--- config.mk ---
export PLATFORM = sky130hd
export DESIGN_NAME = myo_spi_slave_flat
export DESIGN_NICKNAME = d
export VERILOG_FILES = /design/src/rtl/myo_spi_slave_if.sv /design/src/rtl/myo_spi_slave.sv /design/src/flat_wrapper.sv
export SDC_FILE = /design/constraint.sdc
export NUM_CORES = 1
export LEC_CHECK = 0
export CORE_ASPECT_RATIO = 1.5
export CORE_UTILIZATION = 44
export CTS_BUF_LIST = sky130_fd_sc_hd__clkbuf_8
export DETAILED_ROUTE_END_ITERATION = 10
export PLACE_DENSITY_LB_ADDON = 0.2
export SYNTH_ARGS = -nofsm -noshare
export SYNTH_HDL_FRONTEND = slang
export SYNTH_SLANG_ARGS = --single-unit
export TNS_END_PERCENT = 1
--- constraint.sdc ---
create_clock -name clk -period 3.4 [get_ports clk]
set_clock_uncertainty 0.1 [all_clocks]
set_input_delay 0.68 -clock clk [delete_from_list [all_inputs] [get_ports clk]]
set_output_delay 0.68 -clock clk [all_outputs]
set_load 0.02 [all_outputs]
--- src/rtl/myo_spi_slave_if.sv ---
`timescale 1ns/1ps
// myo_spi_slave_if: SPI pins from the myocontrol master plus the word-level
// transmit-request / receive-strobe handshake towards the local logic.
interface myo_spi_slave_if;
  logic        sck;
  logic        ss_n;
  logic        mosi;
  logic        miso;
  logic        miso_oe;
  logic        tx_rd;
  logic [3:0]  tx_idx;
  logic [15:0] tx_data;
  logic [15:0] rx_data;
  logic [3:0]  rx_idx;
  logic        rx_valid;
  logic        frame_done;
  logic        frame_err;

  modport slave (
    input  sck, ss_n, mosi, tx_data,
    output miso, miso_oe, tx_rd, tx_idx, rx_data, rx_idx, rx_valid,
           frame_done, frame_err
  );

  modport master (
    output sck, ss_n, mosi, tx_data,
    input  miso, miso_oe, tx_rd, tx_idx, rx_data, rx_idx, rx_valid,
           frame_done, frame_err
  );
endinterface

--- src/rtl/myo_spi_slave.sv ---
`timescale 1ns/1ps
// myo_spi_slave: SPI mode 1 (CPOL=0, CPHA=1), MSB-first slave for fixed-length
// frames of WORDS 16-bit words. sck/ss_n/mosi are oversampled in clk.
//
// state  | meaning
// IDLE   | waiting for a (fresh) ss_n falling edge
// LOAD   | phase 0: tx_rd pulse; phase 1: capture tx_data, drive its MSB
// SHIFT  | shifting a word: tx on sck rise, rx on sck fall
// DONE   | one cycle: frame_done or frame_err is visible
module myo_spi_slave #(
  parameter int WORDS       = 12,
  parameter int SYNC_STAGES = 2
) (
  input  logic             clk,
  input  logic             reset_n,
  myo_spi_slave_if.slave   bus
);

  typedef enum logic [1:0] {
    ST_IDLE  = 2'd0,
    ST_LOAD  = 2'd1,
    ST_SHIFT = 2'd2,
    ST_DONE  = 2'd3
  } state_t;

  localparam logic [3:0] LP_WORDS = 4'(WORDS);

  logic [SYNC_STAGES-1:0] r_sck_sync;
  logic [SYNC_STAGES-1:0] r_ss_sync;
  logic [SYNC_STAGES-1:0] r_mosi_sync;
  logic                   r_sck_d;
  logic                   r_ss_d;
  logic [SYNC_STAGES:0]   r_flush;
  logic                   r_armed;

  state_t      r_state;
  logic        r_load_ph;
  logic        r_first;
  logic        r_pend;
  logic [3:0]  r_bit_cnt;
  logic [3:0]  r_word_cnt;
  logic [14:0] r_tx_sr;
  logic [14:0] r_rx_sr;

  logic        r_miso;
  logic        r_miso_oe;
  logic        r_tx_rd;
  logic [3:0]  r_tx_idx;
  logic [15:0] r_rx_data;
  logic [3:0]  r_rx_idx;
  logic        r_rx_valid;
  logic        r_frame_done;
  logic        r_frame_err;

  logic        w_sck_s;
  logic        w_ss_s;
  logic        w_mosi_s;
  logic        w_sck_rise;
  logic        w_sck_fall;
  logic        w_ss_rise;
  logic        w_ss_fall;
  logic        w_start;
  logic        w_frame_ok;
  logic [3:0]  w_wc_next;

  assign w_sck_s    = r_sck_sync[SYNC_STAGES-1];
  assign w_ss_s     = r_ss_sync[SYNC_STAGES-1];
  assign w_mosi_s   = r_mosi_sync[SYNC_STAGES-1];
  assign w_sck_rise = w_sck_s & ~r_sck_d;
  assign w_sck_fall = ~w_sck_s & r_sck_d;
  assign w_ss_rise  = w_ss_s & ~r_ss_d;
  assign w_ss_fall  = ~w_ss_s & r_ss_d;
  // A start needs ss_n to have been seen high since reset, so a select that
  // was already low across a reset never opens a frame.
  assign w_start    = r_armed & (w_ss_fall | r_pend);
  assign w_frame_ok = (r_bit_cnt == 4'd0) && (r_word_cnt == LP_WORDS);
  assign w_wc_next  = (r_word_cnt == 4'hF) ? 4'hF : r_word_cnt + 4'd1;

  assign bus.miso       = r_miso;
  assign bus.miso_oe    = r_miso_oe;
  assign bus.tx_rd      = r_tx_rd;
  assign bus.tx_idx     = r_tx_idx;
  assign bus.rx_data    = r_rx_data;
  assign bus.rx_idx     = r_rx_idx;
  assign bus.rx_valid   = r_rx_valid;
  assign bus.frame_done = r_frame_done;
  assign bus.frame_err  = r_frame_err;

  // Synchronize the SPI pins into clk and keep one-cycle-old copies for edges.
  always_ff @(posedge clk or negedge reset_n) begin
    if (!reset_n) begin
      r_sck_sync  <= '0;
      r_ss_sync   <= '1;
      r_mosi_sync <= '0;
      r_sck_d     <= 1'b0;
      r_ss_d      <= 1'b1;
    end else begin
      r_sck_sync[0]  <= bus.sck;
      r_ss_sync[0]   <= bus.ss_n;
      r_mosi_sync[0] <= bus.mosi;
      for (int i = 1; i < SYNC_STAGES; i++) begin
        r_sck_sync[i]  <= r_sck_sync[i-1];
        r_ss_sync[i]   <= r_ss_sync[i-1];
        r_mosi_sync[i] <= r_mosi_sync[i-1];
      end
      r_sck_d <= w_sck_s;
      r_ss_d  <= w_ss_s;
    end
  end

  // Arm frame starts once the synchronizer has flushed and shows ss_n high.
  always_ff @(posedge clk or negedge reset_n) begin
    if (!reset_n) begin
      r_flush <= '0;
      r_armed <= 1'b0;
    end else begin
      r_flush <= {r_flush[SYNC_STAGES-1:0], 1'b1};
      r_armed <= r_armed | (r_flush[SYNC_STAGES] & w_ss_s);
    end
  end

  // Frame FSM with registered outputs.
  always_ff @(posedge clk or negedge reset_n) begin
    if (!reset_n) begin
      r_state      <= ST_IDLE;
      r_load_ph    <= 1'b0;
      r_first      <= 1'b0;
      r_pend       <= 1'b0;
      r_bit_cnt    <= 4'd0;
      r_word_cnt   <= 4'd0;
      r_tx_sr      <= '0;
      r_rx_sr      <= '0;
      r_miso       <= 1'b0;
      r_miso_oe    <= 1'b0;
      r_tx_rd      <= 1'b0;
      r_tx_idx     <= 4'd0;
      r_rx_data    <= 16'd0;
      r_rx_idx     <= 4'd0;
      r_rx_valid   <= 1'b0;
      r_frame_done <= 1'b0;
      r_frame_err  <= 1'b0;
    end else begin
      r_rx_valid <= 1'b0;
      if (w_ss_rise && (r_state == ST_LOAD || r_state == ST_SHIFT)) begin
        r_state      <= ST_DONE;
        r_frame_done <= w_frame_ok;
        r_frame_err  <= ~w_frame_ok;
        r_miso_oe    <= 1'b0;
        r_miso       <= 1'b0;
        r_tx_rd      <= 1'b0;
        r_pend       <= 1'b0;
      end else begin
        case (r_state)
          ST_IDLE: begin
            r_pend <= 1'b0;
            if (w_start) begin
              r_state    <= ST_LOAD;
              r_load_ph  <= 1'b0;
              r_bit_cnt  <= 4'd0;
              r_word_cnt <= 4'd0;
              r_tx_rd    <= 1'b1;
              r_tx_idx   <= 4'd0;
              r_miso_oe  <= 1'b1;
              r_miso     <= 1'b0;
            end
          end
          ST_LOAD: begin
            if (!r_load_ph) begin
              r_tx_rd   <= 1'b0;
              r_load_ph <= 1'b1;
            end else begin
              r_load_ph <= 1'b0;
              r_first   <= 1'b1;
              r_state   <= ST_SHIFT;
              // Words past the end of the frame are answered with zeros.
              if (r_word_cnt < LP_WORDS) begin
                r_tx_sr <= bus.tx_data[14:0];
                r_miso  <= bus.tx_data[15];
              end else begin
                r_tx_sr <= '0;
                r_miso  <= 1'b0;
              end
            end
          end
          ST_SHIFT: begin
            if (w_sck_rise) begin
              // The MSB is already on miso from LOAD; the first rise keeps it.
              if (r_first) begin
                r_first <= 1'b0;
              end else begin
                r_miso  <= r_tx_sr[14];
                r_tx_sr <= {r_tx_sr[13:0], 1'b0};
              end
            end else if (w_sck_fall) begin
              r_rx_sr   <= {r_rx_sr[13:0], w_mosi_s};
              r_bit_cnt <= r_bit_cnt + 4'd1;
              if (r_bit_cnt == 4'd15) begin
                if (r_word_cnt < LP_WORDS) begin
                  r_rx_data  <= {r_rx_sr, w_mosi_s};
                  r_rx_idx   <= r_word_cnt;
                  r_rx_valid <= 1'b1;
                end
                r_word_cnt <= w_wc_next;
                r_load_ph  <= 1'b0;
                r_state    <= ST_LOAD;
                if (w_wc_next < LP_WORDS) begin
                  r_tx_rd  <= 1'b1;
                  r_tx_idx <= w_wc_next;
                end
              end
            end
          end
          ST_DONE: begin
            r_frame_done <= 1'b0;
            r_frame_err  <= 1'b0;
            r_state      <= ST_IDLE;
            r_pend       <= w_ss_fall;
          end
          default: r_state <= ST_IDLE;
        endcase
      end
    end
  end

endmodule

--- src/flat_wrapper.sv ---
// flat-port wrapper written by rule: the top's interface ports become plain ports
module myo_spi_slave_flat 
#(
  parameter int WORDS       = 12,
  parameter int SYNC_STAGES = 2
)
  (clk, reset_n, bus_sck, bus_ss_n, bus_mosi, bus_tx_data, bus_miso, bus_miso_oe, bus_tx_rd, bus_tx_idx, bus_rx_data, bus_rx_idx, bus_rx_valid, bus_frame_done, bus_frame_err);
  myo_spi_slave_if bus_i ();
  input  logic clk;
  input  logic reset_n;
  input wire logic [$bits(bus_i.sck)-1:0] bus_sck;
  input wire logic [$bits(bus_i.ss_n)-1:0] bus_ss_n;
  input wire logic [$bits(bus_i.mosi)-1:0] bus_mosi;
  input wire logic [$bits(bus_i.tx_data)-1:0] bus_tx_data;
  output wire logic [$bits(bus_i.miso)-1:0] bus_miso;
  output wire logic [$bits(bus_i.miso_oe)-1:0] bus_miso_oe;
  output wire logic [$bits(bus_i.tx_rd)-1:0] bus_tx_rd;
  output wire logic [$bits(bus_i.tx_idx)-1:0] bus_tx_idx;
  output wire logic [$bits(bus_i.rx_data)-1:0] bus_rx_data;
  output wire logic [$bits(bus_i.rx_idx)-1:0] bus_rx_idx;
  output wire logic [$bits(bus_i.rx_valid)-1:0] bus_rx_valid;
  output wire logic [$bits(bus_i.frame_done)-1:0] bus_frame_done;
  output wire logic [$bits(bus_i.frame_err)-1:0] bus_frame_err;
  assign bus_i.sck = bus_sck;
  assign bus_i.ss_n = bus_ss_n;
  assign bus_i.mosi = bus_mosi;
  assign bus_i.tx_data = bus_tx_data;
  assign bus_miso = bus_i.miso;
  assign bus_miso_oe = bus_i.miso_oe;
  assign bus_tx_rd = bus_i.tx_rd;
  assign bus_tx_idx = bus_i.tx_idx;
  assign bus_rx_data = bus_i.rx_data;
  assign bus_rx_idx = bus_i.rx_idx;
  assign bus_rx_valid = bus_i.rx_valid;
  assign bus_frame_done = bus_i.frame_done;
  assign bus_frame_err = bus_i.frame_err;
  myo_spi_slave #(.WORDS(WORDS), .SYNC_STAGES(SYNC_STAGES)) u_core (.clk(clk), .reset_n(reset_n), .bus(bus_i));
endmodule
# Yosys cells after proc, flatten, opt, wreduce, memory -nomap -nowiden
# Cells that the tools add are included.
dict set report totals {
  word_cells 153
  ff_bits 85
  output_inout_bits 30
  in_bits 21
}
dict set report classes {
  eq_ne 23
  n_bitwise 15
  addsub 2
  n_mux 62
  n_lt_le_gt_ge 2
  reduce_logical 25
}
# operator n
set ops {}
lappend ops {{$mux W15} 4}
lappend ops {{$mux W4} 11}
lappend ops {{$mux W1} 31}
lappend ops {{$pmux W15 S2} 1}
lappend ops {{$pmux W4 S2} 3}
lappend ops {{$reduce_and A5 Y1} 4}
lappend ops {{$reduce_and A6 Y1} 3}
lappend ops {{$ne A3 B3 Y1 const B} 5}
lappend ops {{$reduce_and A7 Y1} 2}
lappend ops {{$eq A4 B4 Y1 const B} 3}
lappend ops {{$mux W2} 6}
lappend ops {{$reduce_bool A2 Y1} 5}
lappend ops {{$ne A3 B2 Y1 const B} 3}
lappend ops {{$pmux W1 S3} 3}
lappend ops {{$add A4 B1 Y4 const B} 2}
lappend ops {{$lt A4 B4 Y1 const B} 2}
lappend ops {{$ne A2 B1 Y1 const B} 4}
lappend ops {{$ne A2 B2 Y1 const B} 4}
lappend ops {{$pmux W2 S4} 1}
lappend ops {{$reduce_and A4 Y1} 2}
lappend ops {{$not A1 Y1} 7}
lappend ops {{$and A1 B1 Y1} 6}
lappend ops {{$reduce_bool A3 Y1} 2}
lappend ops {{$eq A2 B2 Y1 const B} 2}
lappend ops {{10 further kinds} 13}

# Depth between registers and ports, before layout
dict set report logic_depth {
  word_depth 9
  ltp_mapped 9
  ltp_nobuf 6
}

# Least setup slack after synthesis
# No wires, ideal clock.
dict set report synth_path {
  kind {register to register}
  from {register u_core.r_state[0]}
  to {register u_core.r_rx_data[0], in the netlist u_core.bus.rx_data[0]}
  path_stages_with_launch 8
  slack_ns 1.219
  setup_time_ns 0.125
  period_less_slack_ns 2.181
  required_ns 3.175
  arrival_time_ns 1.956
  n_path_buf 2
  path_cell_list {dfrtp_1 -> inv_1 -> ha_1 -> and3b_1 -> buf_6 -> nor4_4 -> buf_6 -> mux2_2}
}
dict set report synth_between {
  elab_chain_cells 5
  word_cells_on_any_way 6
  cone_classes {2 x eq/ne; 1 x bitwise; 3 x reduce/logical}
}
# item line_no
set synth_lines {}
lappend synth_lines {{from (decl)} myo_spi_slave.sv:36} ;# state_t r_state;
lappend synth_lines {{from (signal assigned)} myo_spi_slave.sv:125} ;# r_state <= ST_IDLE;
lappend synth_lines {{from (signal assigned)} myo_spi_slave.sv:145} ;# r_state <= ST_DONE;
lappend synth_lines {{from (signal assigned)} myo_spi_slave.sv:157} ;# r_state <= ST_LOAD;
lappend synth_lines {{$eq A2 B1 Y1 or $eq A2 B2 Y1 (tied branches)} {myo_spi_slave.sv:144, myo_spi_slave.sv:153}}
lappend synth_lines {{$logic_or A1 B1 Y1} myo_spi_slave.sv:144} ;# if (w_ss_rise && (r_state == ST_LOAD || r_state == ST_SHIFT)) begin
lappend synth_lines {{$logic_and A1 B1 Y1} myo_spi_slave.sv:144}
lappend synth_lines {{$not A1 Y1 (no line)} -}
lappend synth_lines {{$reduce_and A6 Y1 (no line) (*)} -}
lappend synth_lines {{to (signal assigned)} myo_spi_slave.sv:199} ;# r_rx_data <= {r_rx_sr, w_mosi_s};
lappend synth_lines {{to (decl)} myo_spi_slave.sv:49} ;# logic [15:0] r_rx_data;
# Mark *: on every way between the ends. The rest lies on a longest branch, timed or not.
# A chain may end at the register's enable or synchronous reset.

# Worst setup path after layout
dict set report layout_path {
  from {register u_core.r_state[0]}
  to {register u_core.r_rx_sr[5]}
}
dict set report layout_between {
  elab_chain_cells 5
  word_cells_on_any_way 6
  cone_classes {2 x eq/ne; 1 x bitwise; 3 x reduce/logical}
}
# item line_no
set layout_lines {}
lappend layout_lines {{$eq A2 B1 Y1 or $eq A2 B2 Y1 (tied branches)} {myo_spi_slave.sv:144, myo_spi_slave.sv:153}}
lappend layout_lines {{$logic_or A1 B1 Y1} myo_spi_slave.sv:144}
lappend layout_lines {{$logic_and A1 B1 Y1} myo_spi_slave.sv:144}
lappend layout_lines {{$not A1 Y1 (no line)} -}
lappend layout_lines {{$reduce_and A4 Y1 (no line) (*)} -}
lappend layout_lines {{to (signal assigned)} myo_spi_slave.sv:195} ;# r_rx_sr <= {r_rx_sr[13:0], w_mosi_s};
lappend layout_lines {{to (decl)} myo_spi_slave.sv:43} ;# logic [14:0] r_rx_sr;
# Marks and branches as above.

==> run summary <==
The share of final-layout standard cells stronger than drive strength 1 works out to 18.75%. Total of fill cells in the finished design: 767. Entering global routing, the biggest net connects 86 pins. The die is 116.1 um tall. TritonCTS built the clock tree.

Power spread over the standard cell area amounts to 643.5 nW/um^2. Clock-pin slew was measured on the worst setup and hold paths at 0.08 ns. Among all stages on the critical path, the largest delay is contributed by sky130_fd_sc_hd__nor2_2. Internal power comes to 1927 uW. The H-tree generated during clock tree synthesis spans 3 levels. Combinational cells account for 32.9% of the total power.

The root buffer selected by CTS is sky130_fd_sc_hd__clkbuf_8. For the final-layout setup total negative slack, the log shows 0 ns. The logs give 8413 um^2 for the area of the core and 0 for the remaining global-route overflow.

The logs give 41 for the floorplan row count and 5.033 mm for the total half-perimeter wirelength after legalization and detailed placement. Setup violations remaining at the end of the flow were counted as 0. Counting cells, the worst reg-to-reg path comes to 5. The leakage power came out at 0.002072 uW. Capture endpoint of the worst hold path: u_core.r_flush[2]$_DFF_PN0_. The longest clock path from root to sink contains 2 buffers. The tools report the relative max-transition margin as 29.67%. The run finished with clean final reports. The count of nets left with antenna violations once routing finished came out at 0. Across all register-to-register paths, the minimum setup slack is 0.92 ns. The overall die width was 78.04 um; the initial antenna violation count was 0.

The signal on the critical path passes through inv_1 > ha_1 > and3b_1 > nor2_2 > mux2_2. Maximum frequency from static timing analysis: 0.4031 GHz. The post-CTS setup buffer count came out at 0. Wire length per cell: 15.50 um. The via-per-instance ratio works out to 5.352. A synthesized cell averages 12.15 um^2. The run gives 12.38 mm as the first-pass GRT wire length. Of all nets on the critical path, the largest fanout is 15. The worst hold margin was 0.2526 ns; the warning count from the yosys run was 0. The logs give 0 for the final max-slew violation count and 0 for the number of hold-slack violations in the final timing report. In the synthesized netlist, the number of instances is 314.

For the post-CTS resize count, the log shows 0. The startpoint type of the worst setup path is a flop. The worst-skew pair later-pin latency is 0.36 ns, and the shortest clock period the worst path allows after layout is 2.481 ns. The combined area of the multi-input logic cells came out at 1541 um^2. The run gives 45.36% as the effective utilization at floorplan. The tools report the area of all sequential standard cells as 2131 um^2. For the hold buffer count at cts, the log shows 0. The fraction of registers with async set or reset after synthesis is 100.0%.

Hold-critical path depth: 0. The final layout contains 393 nets. The number of flops mapped to enable cells by yosys came out at 0. The core occupancy in the finished layout was 54.37%; the clock sink total was 85. The slew at the pin with the worst max-slew slack is 1.055 ns, and the residual DRC count is 0. The number of global-route vias before repair was 2528; the number of storage elements in the synthesis netlist was 85. The repair_antennas step left the layout with diodes totalling 0.

Part of the Yosys area used for sequential elements: 55.84%. Most frequently used flop master after synthesis: sky130_fd_sc_hd__dfrtp_1. The routed design has 7.362 mm of wire. In this run, flip-flops and latches consume 44.3% of the power.

The endpoint identified for the worst register-to-register timing path is u_core.r_rx_sr[5]$_DFFE_PN0P_. The tools report the data required time at the worst endpoint as 3.54 ns. The switching power came out at 1017 uW. The first routing iteration left 124 violations. The library cells used most frequently in the layout, excluding fill and tap cells, are sky130_fd_sc_hd__dfrtp_1 (82), sky130_fd_sc_hd__clkdlybuf4s50_1 (49), sky130_fd_sc_hd__mux2_2 (36).

In this run the critical register-to-register path is launched from u_core.r_state[0]$_DFFE_PN0P_. Largest vdd supply drop: 0.2869 mV. STA puts the critical path data arrival time at 2.63 ns.

Last weighted congestion value of the routability-driven placer: 0.8095. The tools report the nature of the critical path endpoint as a flop. Of the post-synthesis cell area, the dominant cell type holds 53.77%. For this design the top-level I/O count stands at 51. Counting the buffers created by CTS gives 9.

The tools report the number of vias in the routed layout as 2542. The library cell used most frequently in the layout, excluding fill and tap cells, is sky130_fd_sc_hd__dfrtp_1. The tightest min-delay check is of the flop to flop type. The critical path is of the flop to flop type.

The synthesis-to-finish area growth is 19.87%. Setup repair after global routing left no endpoint under its margin. The startpoint identified for the worst hold timing path is u_core.r_flush[1]$_DFF_PN0_.

The count of buffers inserted at the top-level ports was 50; the final critical-path share of the clock period was 72.96%. The share of total power consumed by net switching is 34.55%, and the die area is 9057 um^2. The total routing usage reported by global routing was 18.12%. The pre-antenna-repair detailed-routing pass consisted of 4 iterations.

On the worst path, the slowest cell contributes a delay of 0.64 ns. The count of maximum capacitance violations was 0. By area the synthesized netlist is led by sky130_fd_sc_hd__dfrtp_1 (54%), sky130_fd_sc_hd__mux2_2 (11%), sky130_fd_sc_hd__ha_1 (3.0%). The synthesized netlist contains 58 unique library cells. The tools report the clock group share of total power as 22.8%.

The synthesized net count is 344. For the post-synth design cell area, the log shows 3816 um^2. The biggest area contributor in the post-synthesis netlist is sky130_fd_sc_hd__dfrtp_1.
==> stage by stage <==
stage / total power [uW] / instances / worst slack [ns] / cell area, um^2
2_1_floorplan: 1998 / 314 / 1.219 / 3816
3_3_place_gp: 2270 / 459 / 1.008 / 4390
3_5_place_dp: 2303 / 459 / 0.9426 / 4390
4_1_cts: 2983 / 475 / 0.8950 / 4574
5_1_grt: 3156 / 475 / 0.7729 / 4574
6_report: 2944 / 475 / 0.9193 / 4574
==> power by group through the flow <==
stage	Clock (uW)	Combinational [uW]	Sequential, uW
2_1_floorplan	0	669	1330
3_3_place_gp	0	952	1320
6_report	670	968	1300
4_1_cts	698	978	1310
3_5_place_dp	0	976	1330
5_1_grt	737	1090	1330
==> layout make-up <==
cell class	count	area share, %
clock buffers	9	2.708
clock inverters	7	1.313
inverters	15	1.231
multi-input cells	198	33.70
flip-flops and latches	85	46.58
well taps	107	2.927
repair buffers	54	11.54
==> Yosys cell counts (all sizes together) (4+ instances only) <==
cell type,instances
ha,9
a22oi,14
nand4,5
mux2i,5
buf,11
nand2b,6
o21ai,21
mux2,39
clkbuf,5
nand3b,4
inv,15
dfrtp,82
o211ai,4
nor2,4
nand2,25
nand3,13
==> flip-flops by register name, indices dropped and copies added (netlist names), 2 cells and up <==
signal,flops
u_core.r_flush,3
u_core.bus.tx_idx,4
u_core.r_ss_sync,2
u_core.r_state,2
u_core.r_mosi_sync,2
u_core.r_rx_sr,15
u_core.r_word_cnt,4
u_core.r_bit_cnt,4
u_core.r_sck_sync,2
u_core.r_tx_sr,15
u_core.bus.rx_idx,4
u_core.bus.rx_data,16
==> per-layer routing <==
metal  wire length, um  up-vias  part of all wire (%)  track usage (%)
li1                  -     1234                     -                -
met1              3245     1254                    44            22.14
met2              3712       43                    50            29.12
met3               246       11                   3.3            5.433
met4               158        0                   2.1            9.136
met5                 0        -                     0                0
==> kinds of logic (layout without fill, tap and decap cells) <==
logic type | count (synthesis) | count (layout) | synth area share, %
AOI/OAI and AO/OA | 68 | 68 | 13.15
adders and majority gates | 9 | 9 | 2.951
buffers and inverters | 31 | 85 | 3.934
DFF | 85 | 85 | 55.84
muxes | 44 | 44 | 12.82
other | 1 | 1 | 0.09827
and+or+nand+nor | 76 | 76 | 11.21
==> critical path, delay by kind of cell (launching register included) <==
kind / cells / cell delay, ns
fa+ha+maj: 1 / 0.39
buf+inv: 1 / 0.10
mux: 1 / 0.41
flops: 1 / 0.39
simple gates: 2 / 0.98
==> how the worst max path moves through the flow <==
stage                                             start                                end  cells after the start
after floorplan           u_core.r_state[0]$_DFFE_PN0P_  u_core.bus.rx_data[0]$_DFFE_PN0P_                      7
after global placement    u_core.r_state[0]$_DFFE_PN0P_      u_core.r_rx_sr[1]$_DFFE_PN0P_                      5
after CTS                 u_core.r_state[0]$_DFFE_PN0P_      u_core.r_rx_sr[9]$_DFFE_PN0P_                      5
after global routing      u_core.r_state[0]$_DFFE_PN0P_      u_core.r_rx_sr[1]$_DFFE_PN0P_                      5
final                     u_core.r_state[0]$_DFFE_PN0P_      u_core.r_rx_sr[5]$_DFFE_PN0P_                      5
after detailed placement  u_core.r_state[0]$_DFFE_PN0P_      u_core.r_rx_sr[3]$_DFFE_PN0P_                      5
No activity file was read; power rests on OpenSTA's default activity.
